### src/rtl/i2s_pkg.sv
`default_nettype none
// ============================================================================
//  Module      : i2s_pkg
//  Description : Shared types and constants for the I2S receive path.
//  Revision    : 1.0 - initial release
// ============================================================================
package i2s_pkg;

  // Receiver alignment state: hunting for a WS edge, or frame-aligned.
  typedef enum logic [0:0] {
    SYNC = 1'b0,
    RUN  = 1'b1
  } i2s_rx_state_e;

  // Audio channel a completed word belongs to.
  typedef enum logic [0:0] {
    CH_LEFT  = 1'b0,
    CH_RIGHT = 1'b1
  } i2s_chan_e;

  // Width of the per-slot bit counter (saturates at 63).
  localparam int SLOT_CNT_W = 6;

endpackage
`default_nettype wire

### src/rtl/sync_ff.sv
`default_nettype none
// ============================================================================
//  Module      : sync_ff
//  Description : Multi-stage flop synchroniser for a single asynchronous bit.
//  Revision    : 1.0 - initial release
// ============================================================================
module sync_ff #(
  parameter int STAGES = 2
) (
  input  logic clk_i,
  input  logic rst_i,
  input  logic d_i,
  output logic q_o
);

  logic [STAGES-1:0] sync_q;
  logic [STAGES-1:0] sync_d;

  // Next value of the chain: new sample enters at bit 0.
  always_comb begin
    sync_d = {sync_q[STAGES-2:0], d_i};
  end

  // Synchroniser flops, cleared asynchronously.
  always_ff @(posedge clk_i or posedge rst_i) begin
    if (rst_i) begin
      sync_q <= '0;
    end else begin
      sync_q <= sync_d;
    end
  end

  assign q_o = sync_q[STAGES-1];

endmodule
`default_nettype wire

### src/rtl/i2s_rx_deser.sv
`default_nettype none
// ============================================================================
//  Module      : i2s_rx_deser
//  Description : I2S receive deserialiser. Detects SCK rises in the system
//                clock domain, shifts in MSB-first words and presents each
//                left/right pair on a valid/ready interface.
//  Revision    : 1.0 - initial release
// ============================================================================
module i2s_rx_deser
  import i2s_pkg::*;
#(
  parameter int   DATA_W      = 24,
  parameter logic WS_POL      = 1'b0,
  parameter int   SYNC_STAGES = 2
) (
  input  logic              clk_i,
  input  logic              rst_i,
  input  logic              sck_i,
  input  logic              ws_i,
  input  logic              sd_i,
  output logic [DATA_W-1:0] left_o,
  output logic [DATA_W-1:0] right_o,
  output logic              valid_o,
  input  logic              ready_i,
  output logic              locked_o,
  output logic              overrun_o,
  output logic              frame_err_o
);

  localparam logic [SLOT_CNT_W-1:0] C_DATA_W = SLOT_CNT_W'(DATA_W);
  localparam logic [SLOT_CNT_W-1:0] C_LAST   = SLOT_CNT_W'(DATA_W - 1);

  logic                  sd_s;
  logic                  rise;
  logic                  chg;
  logic                  shift_en;
  logic                  word_ok;
  i2s_chan_e             word_ch;
  logic [DATA_W-1:0]     shift_in;

  i2s_rx_state_e         state_q,     state_d;
  logic                  sck_prev_q,  sck_prev_d;
  logic                  ws_last_q,   ws_last_d;
  logic [SLOT_CNT_W-1:0] bit_cnt_q,   bit_cnt_d;
  logic [DATA_W-1:0]     shift_q,     shift_d;
  logic [DATA_W-1:0]     left_hold_q, left_hold_d;
  logic                  left_pend_q, left_pend_d;
  logic [DATA_W-1:0]     left_q,      left_d;
  logic [DATA_W-1:0]     right_q,     right_d;
  logic                  valid_q,     valid_d;
  logic                  overrun_q,   overrun_d;
  logic                  frame_err_q, frame_err_d;

  sync_ff #(
    .STAGES (SYNC_STAGES)
  ) u_sd_sync (
    .clk_i (clk_i),
    .rst_i (rst_i),
    .d_i   (sd_i),
    .q_o   (sd_s)
  );

  // A one-bit word has no history to keep; wider words shift left.
  generate
    if (DATA_W == 1) begin : g_shift_one
      assign shift_in = sd_s;
    end else begin : g_shift_multi
      assign shift_in = {shift_q[DATA_W-2:0], sd_s};
    end
  endgenerate

  // Edge detection and word-boundary decode for the current cycle.
  always_comb begin
    rise     = sck_i & ~sck_prev_q;
    chg      = rise & (ws_i != ws_last_q);
    shift_en = (state_q == RUN) & rise & (bit_cnt_q < C_DATA_W);
    word_ok  = (bit_cnt_q >= C_LAST);
    word_ch  = (ws_last_q == WS_POL) ? CH_LEFT : CH_RIGHT;
    // Bits past DATA_W in a long slot are dropped; the word keeps its MSBs.
    shift_d  = shift_en ? shift_in : shift_q;
  end

  // Alignment FSM, word assembly and output handshake.
  always_comb begin
    state_d     = state_q;
    sck_prev_d  = sck_i;
    ws_last_d   = ws_last_q;
    bit_cnt_d   = bit_cnt_q;
    left_hold_d = left_hold_q;
    left_pend_d = left_pend_q;
    left_d      = left_q;
    right_d     = right_q;
    valid_d     = valid_q & ~ready_i;
    overrun_d   = 1'b0;
    frame_err_d = 1'b0;

    if (rise) begin
      ws_last_d = ws_i;
    end

    if (state_q == SYNC) begin
      // The word in flight at lock time is incomplete and is discarded.
      if (chg) begin
        state_d   = RUN;
        bit_cnt_d = '0;
      end
    end else if (rise) begin
      if (!chg) begin
        if (bit_cnt_q != '1) begin
          bit_cnt_d = bit_cnt_q + SLOT_CNT_W'(1);
        end
      end else begin
        // WS leads data by one SCK, so this rise carried the word's LSB.
        bit_cnt_d = '0;
        if (!word_ok) begin
          frame_err_d = 1'b1;
          left_pend_d = 1'b0;
        end else if (word_ch == CH_LEFT) begin
          left_hold_d = shift_d;
          left_pend_d = 1'b1;
        end else if (left_pend_q) begin
          left_pend_d = 1'b0;
          if (!valid_q || ready_i) begin
            left_d  = left_hold_q;
            right_d = shift_d;
            valid_d = 1'b1;
          end else begin
            overrun_d = 1'b1;
          end
        end
      end
    end
  end

  // State and datapath registers, cleared asynchronously.
  always_ff @(posedge clk_i or posedge rst_i) begin
    if (rst_i) begin
      state_q     <= SYNC;
      sck_prev_q  <= 1'b0;
      ws_last_q   <= 1'b0;
      bit_cnt_q   <= '0;
      shift_q     <= '0;
      left_hold_q <= '0;
      left_pend_q <= 1'b0;
      left_q      <= '0;
      right_q     <= '0;
      valid_q     <= 1'b0;
      overrun_q   <= 1'b0;
      frame_err_q <= 1'b0;
    end else begin
      state_q     <= state_d;
      sck_prev_q  <= sck_prev_d;
      ws_last_q   <= ws_last_d;
      bit_cnt_q   <= bit_cnt_d;
      shift_q     <= shift_d;
      left_hold_q <= left_hold_d;
      left_pend_q <= left_pend_d;
      left_q      <= left_d;
      right_q     <= right_d;
      valid_q     <= valid_d;
      overrun_q   <= overrun_d;
      frame_err_q <= frame_err_d;
    end
  end

  assign left_o      = left_q;
  assign right_o     = right_q;
  assign valid_o     = valid_q;
  assign locked_o    = (state_q == RUN);
  assign overrun_o   = overrun_q;
  assign frame_err_o = frame_err_q;

endmodule
`default_nettype wire

### config.mk
export PLATFORM = sky130hd
export DESIGN_NAME = i2s_rx_deser
export DESIGN_NICKNAME = d
export VERILOG_FILES = /design/src/rtl/i2s_pkg.sv /design/src/rtl/sync_ff.sv /design/src/rtl/i2s_rx_deser.sv
export SDC_FILE = /design/constraint.sdc
export NUM_CORES = 1
export LEC_CHECK = 0
export BUFFER_PORTS_ARGS = -buffer_cell sky130_fd_sc_hd__buf_4
export CORE_MARGIN = 2
export CORE_UTILIZATION = 57
export CTS_CLUSTER_DIAMETER = 30
export DETAILED_ROUTE_END_ITERATION = 16
export PLACE_DENSITY_LB_ADDON = 0.12
export REMOVE_ABC_BUFFERS = 1
export SKIP_CTS_REPAIR_TIMING = 1
export SYNTH_ARGS = -nofsm -noshare
export SYNTH_HDL_FRONTEND = slang
export SYNTH_SLANG_ARGS = --single-unit
### constraint.sdc
create_clock -name clk_i -period 4.1 [get_ports clk_i]
set_input_delay 0.41 -clock clk_i [delete_from_list [all_inputs] [get_ports clk_i]]
set_output_delay 0.41 -clock clk_i [all_outputs]
set_load 0.05 [all_outputs]
Word level (Yosys, flattened, before mapping). Index checks and enable logic that the tools add are counted.

Register bits: 111. Input port bits: 6. Logic and storage cells: 63. Output and inout bits: 52.

Add/subtract/negate cells: 1. Reductions and logical operators: 8. Eq/ne operators: 3. Mux-type cells: 28. Order comparisons: 2. Bitwise logic cells: 8.

Operators with widths (count): 6-bit two-way mux (5); 24-bit two-way mux (1); 1-bit two-way mux (22); 7-bit AND reduction (1); 6-bit by 1-bit adder with 6-bit output (second input constant) (1); 6-bit by 5-bit >= comparator with 1-bit output (second input constant) (1); 6-bit by 5-bit less-than comparator with 1-bit output (second input constant) (1); 6-bit inequality test (second input constant) (1); 3-bit AND reduction (2); 1-bit bitwise AND (5); 5-bit AND reduction (1); 2-bit nonzero test (2); 1-bit NOT (3); 2-bit inequality test (second input constant) (1); 1-bit zero test (1); 1-bit logical OR (1); 1-bit inequality test (1).

Depth between registers and ports, before layout.
Depth in word-level cells: 9. Gate-level depth with buffers: 7. Gate-level depth less buffers: 5.

Cells and area by module. Synthesis repeated with hierarchy kept, for this count alone.

Cells, all modules: 271. Area, all modules: 4335.4 um^2.

By module, submodules not included: i2s_rx_deser (area an instance 4281.6 um^2, cells each 268, times used 1, seq. area each 2727.6 um^2); sync_ff (area an instance 53.8 um^2, cells each 3, times used 1, seq. area each 50.0 um^2).

Least setup slack after synthesis. Ideal clock, no wire load.

Path type: reg-to-reg. Start: reg state_q (netlist: locked_o). End: reg right_q[0] (netlist: right_o[0]). Setup slack: 2178 ps. Buffers on the path: 2. Library setup time: 125 ps. Stages on the path, launching flop included: 7. Data required time: 3975 ps. Arrival time: 1798 ps. Period minus slack after synthesis: 1922 ps. Path through: dfrtp_1 -> and3b_1 -> buf_6 -> nand2_4 -> buf_6 -> mux2_2 -> mux2_2.

Cells in the longest elaborated chain, start to end: 3. Elaborated cells on any way between the ends: 4. Classes of those cells: mux (1); bitwise (2); reduce/logical (1).

RTL lines: from (decl) (line i2s_rx_deser.sv:41) `i2s_rx_state_e state_q, state_d;`; from (signal assigned) (line i2s_rx_deser.sv:151) `state_q <= state_d;`; 1-bit bitwise AND (2 in a row) (line i2s_rx_deser.sv:76) `shift_en = (state_q == RUN) & rise & (bit_cnt_q < C_DATA_W);`; 24-bit two-way mux (line i2s_rx_deser.sv:80) `shift_d = shift_en ? shift_in : shift_q;`; net shift_d[0] (line i2s_rx_deser.sv:45) `logic [DATA_W-1:0] shift_q, shift_d;`; to (signal assigned) (line i2s_rx_deser.sv:159) `right_q <= right_d;`; to (decl) (line i2s_rx_deser.sv:49) `logic [DATA_W-1:0] right_q, right_d;`.

The timed path passes the listed nets, and every way through them passes these cells. A chain may end at the register's enable or synchronous reset.

Worst setup path after layout.
Start: reg sck_prev_q. End: reg right_q[18] (netlist: right_o[18]).

Cells in the longest elaborated chain, start to end: 5. Elaborated cells on any way between the ends: 7. Classes of those cells: mux (1); bitwise (5); reduce/logical (1).

RTL lines: from (decl) (line i2s_rx_deser.sv:42) `logic sck_prev_q, sck_prev_d;`; from (signal assigned) (line i2s_rx_deser.sv:152) `sck_prev_q <= sck_prev_d;`; 1-bit NOT (*) (line i2s_rx_deser.sv:74) `rise = sck_i & ~sck_prev_q;`; 1-bit bitwise AND (*) (line i2s_rx_deser.sv:74); 1-bit bitwise AND (2 in a row) (line i2s_rx_deser.sv:76); 24-bit two-way mux (line i2s_rx_deser.sv:80).

Mark *: on every way between the ends. The rest lies on a longest branch, timed or not.

==> summary.md <==
| Metric | Value |
|---|---|
| Worst Hold End | `u_sd_sync.sync_q[0]` |
| Worst-Skew Late Latency | `350 ps` |
| Crit share post-route | `65.7%` |
| Top-Level Pins | `58` |
| Cell variety after synth | `34` |
| Die Ht | `91.7 µm` |
| Synth Instances | `271` |
| Flop-to-flop setup slack | `1410 ps` |
| First-pass GRT wire length | `11.6 mm` |
| Final nets | `337` |
| Port Buffers | `57` |
| EDFF count, synth | `0` |
| Asr flop ratio synth | `100%` |
| Commonest cells post-synth | `dfrtp_1, mux2_2, mux2_4` |
| P&R area growth vs syn | `15.4%` |
| GP Congestion | `0.806` |
| GRT overflow | `0` |
| Vias in the first global route | `2343` |
| Most common cell in the netlist | `dfrtp_1` |
| Largest net degree at the start of global routing | `86` |
| Worst hold margin | `163 ps` |
| Yosys top cell by area | `dfrtp_1` |
| Drc violations | `0` |
| Synth Flop Type | `dfrtp_1` |
| Cell Rows | `31` |
| Required @ worst endpoint | `4340 ps` |
| Routed vias/inst | `5.33` |
| CP arrival | `2930 ps` |
| Die Footprint | `8410 µm²` |
| Worst Setup Start Kind | `register` |
| CTS buffer count | `9` |
| Capturing point of the worst reg2reg path | `right_o[18]` |
| Max FO, Critical Path | `30` |
| Non-Filler Instances | `431` |
| Slowest stage delay, CP | `910 ps` |
| TritonCTS clock tree | `built` |
| # diodes | `0` |
| Max-cap violations | `0` |
| Final setup viols | `0` |
| Sequential area share after synthesis | `63.3%` |
| Initial antenna violation count | `0` |
| Final HPWL DP | `4.36 mm` |
| Deepest clock path buffer count | `2` |
| Placed cells | `417` |
| Reg area | `2780 µm²` |
| Setup TNS | `0 ps` |
| DR WL/cell | `15.4 µm` |
| Status | `complete, no violations` |
| Synth top area share | `63.3%` |
| H-tree Lvls | `3` |
| Syn. warnings | `0` |
| Pwr/cell area | `414 nW/µm²` |
| Crit-path leading delay family | `simple AND/OR/NAND/NOR gates` |
| Slowest-stage cell, CP | `nand4_1` |
| Final ANT Viol Nets | `0` |
| Reg2Reg Depth | `4` |
| Vias | `2297` |
| CP Cell Sequence | `and3b_1 > nand4_1 > buf_12 > mux2_1` |
| Overall power | `2.10 mW` |
| Critical path class | `register to register` |
| RSZ-0062 raised after global routing | `no` |
| Clock sinks | `111` |
| Die Wd | `91.7 µm` |
| #FFs+latches synth | `111` |
| Hold crit path type | `primary input to register` |
| Avg Cell Area, Syn | `16.2 µm²` |
| Clk slew on worst S/H paths | `90 ps` |
| Pleak | `2.64 nW` |
| DR pass1 iterations | `4` |
| Number of DRC markers in iteration 0 | `61` |
| Cell count of the worst hold path | `1` |
| Crit path buffers/inverters | `1` |
| Worst Setup End Kind | `register` |
| Worst Tran Pin Value | `1100 ps` |
| Tmin final | `2690 ps` |
| Crit Reg-Reg Startpoint | `sck_prev_q` |
| Fmax | `371 MHz` |
| Fin. Hold Viols | `0` |
| Fillers | `536` |
| Drt total wl | `6.65 mm` |
| Max IR drop VDD | `276 µV` |
| Max Slew Vio Count | `0` |
| Final setup skew | `9.90 ps` |
| Initial Utilization | `59.5%` |
| Hold Crit Start | `sd_i` |
| Mapped Area | `4390 µm²` |
| Post-route core utilization | `68.7%` |
| GRT Resource Usage Total | `17.7%` |
| CTS root buf | `clkbuf_8` |
| Relative slew margins | `26.6%` |
| Synth top area cells | `dfrtp_1, mux2_2, mux2_4` |
| Footprint of the multi-input gates | `1490 µm²` |
| Share of layout cells above drive strength 1 | `51.5%` |
| Core ar. | `7370 µm²` |
cell type report:
cell class,instances,area share (%)
clock buffers,10,2.52
multi-input cells,146,29.5
flip-flops and latches,111,54.9
clock inverters,4,1.43
repair buffers,59,9.00
inverters,2,0.198
well taps,99,2.45
metal layers:
layer	routed length, µm	global-route usage (%)	vias up
li1	-	-	1067
met1	3040	25.5	1183
met2	3300	27.1	40
met3	241	2.79	7
met4	82	7.46	0
met5	0	0	-
flip-flops by register name, indices dropped and copies added, names as in the netlist:
register	flops
ws_last_q	1
left_hold_q	24
u_sd_sync.sync_q	2
bit_cnt_q	6
left_o	24
left_pend_q	1
locked_o	1
right_o	24
shift_q	24
overrun_o	1
sck_prev_q	1
valid_o	1
frame_err_o	1
metrics by stage:
stage / cell area, µm² / worst slack (ps)
after floorplan: 4280 / 759
after global placement: 4860 / 1310
after detailed placement: 4860 / 1290
after CTS: 5060 / 1340
after global routing: 5060 / 1180
final: 5060 / 1410
where the power goes:
part	internal, mW	switching, mW
logic	0.0915	0.106
clock network	0.337	0.330
registers	1.18	0.0520
cell families after synthesis:
group                      after synthesis  share of synthesized area [%]
AOI/OAI and AO/OA                       14                           1.94
buffers and inverters                   14                           2.65
adders and majority gates                2                          0.571
and+or+nand+nor                         30                           3.74
muxes                                   98                           27.4
xor gates and xnor gates                 2                          0.400
DFF                                    111                           63.3
worst max path at each step:
stage                  from  slack [ps]  depth (start not counted)      endpoint
6_report         sck_prev_q        1410                          4   right_o[18]
4_1_cts        bit_cnt_q[0]        1340                          6   right_o[18]
2_1_floorplan         rst_i         760                          1  bit_cnt_q[0]
3_5_place_dp          sck_i        1290                          5   right_o[18]
5_1_grt        bit_cnt_q[0]        1180                          6   right_o[18]
3_3_place_gp          sck_i        1310                          5   right_o[16]
worst reg2reg max path: stages (launching register included):
cell	delay (ps)
dfrtp_1	390
and3b_1	410
nand4_1	910
buf_12	520
mux2_1	340
layout by cell type (no fill, tap or decap), types with 2 or more instances in the layout:
master     synthesis  final
nand2_1            3      3
bufinv_16          0      2
a21oi_1            2      2
mux2_2            68     68
o21ai_0            6      6
clkbuf_8           0      9
ha_1               2      2
nor3_1             4      4
buf_4              0     58
and3_1             2      2
nor2_1             9      9
nand3_1            2      2
nand2b_1           2      2
mux2_4            26     26
dfrtp_1          111    111
mux2_1             3      3
Note: power is estimated with default switching activity, not from simulation.
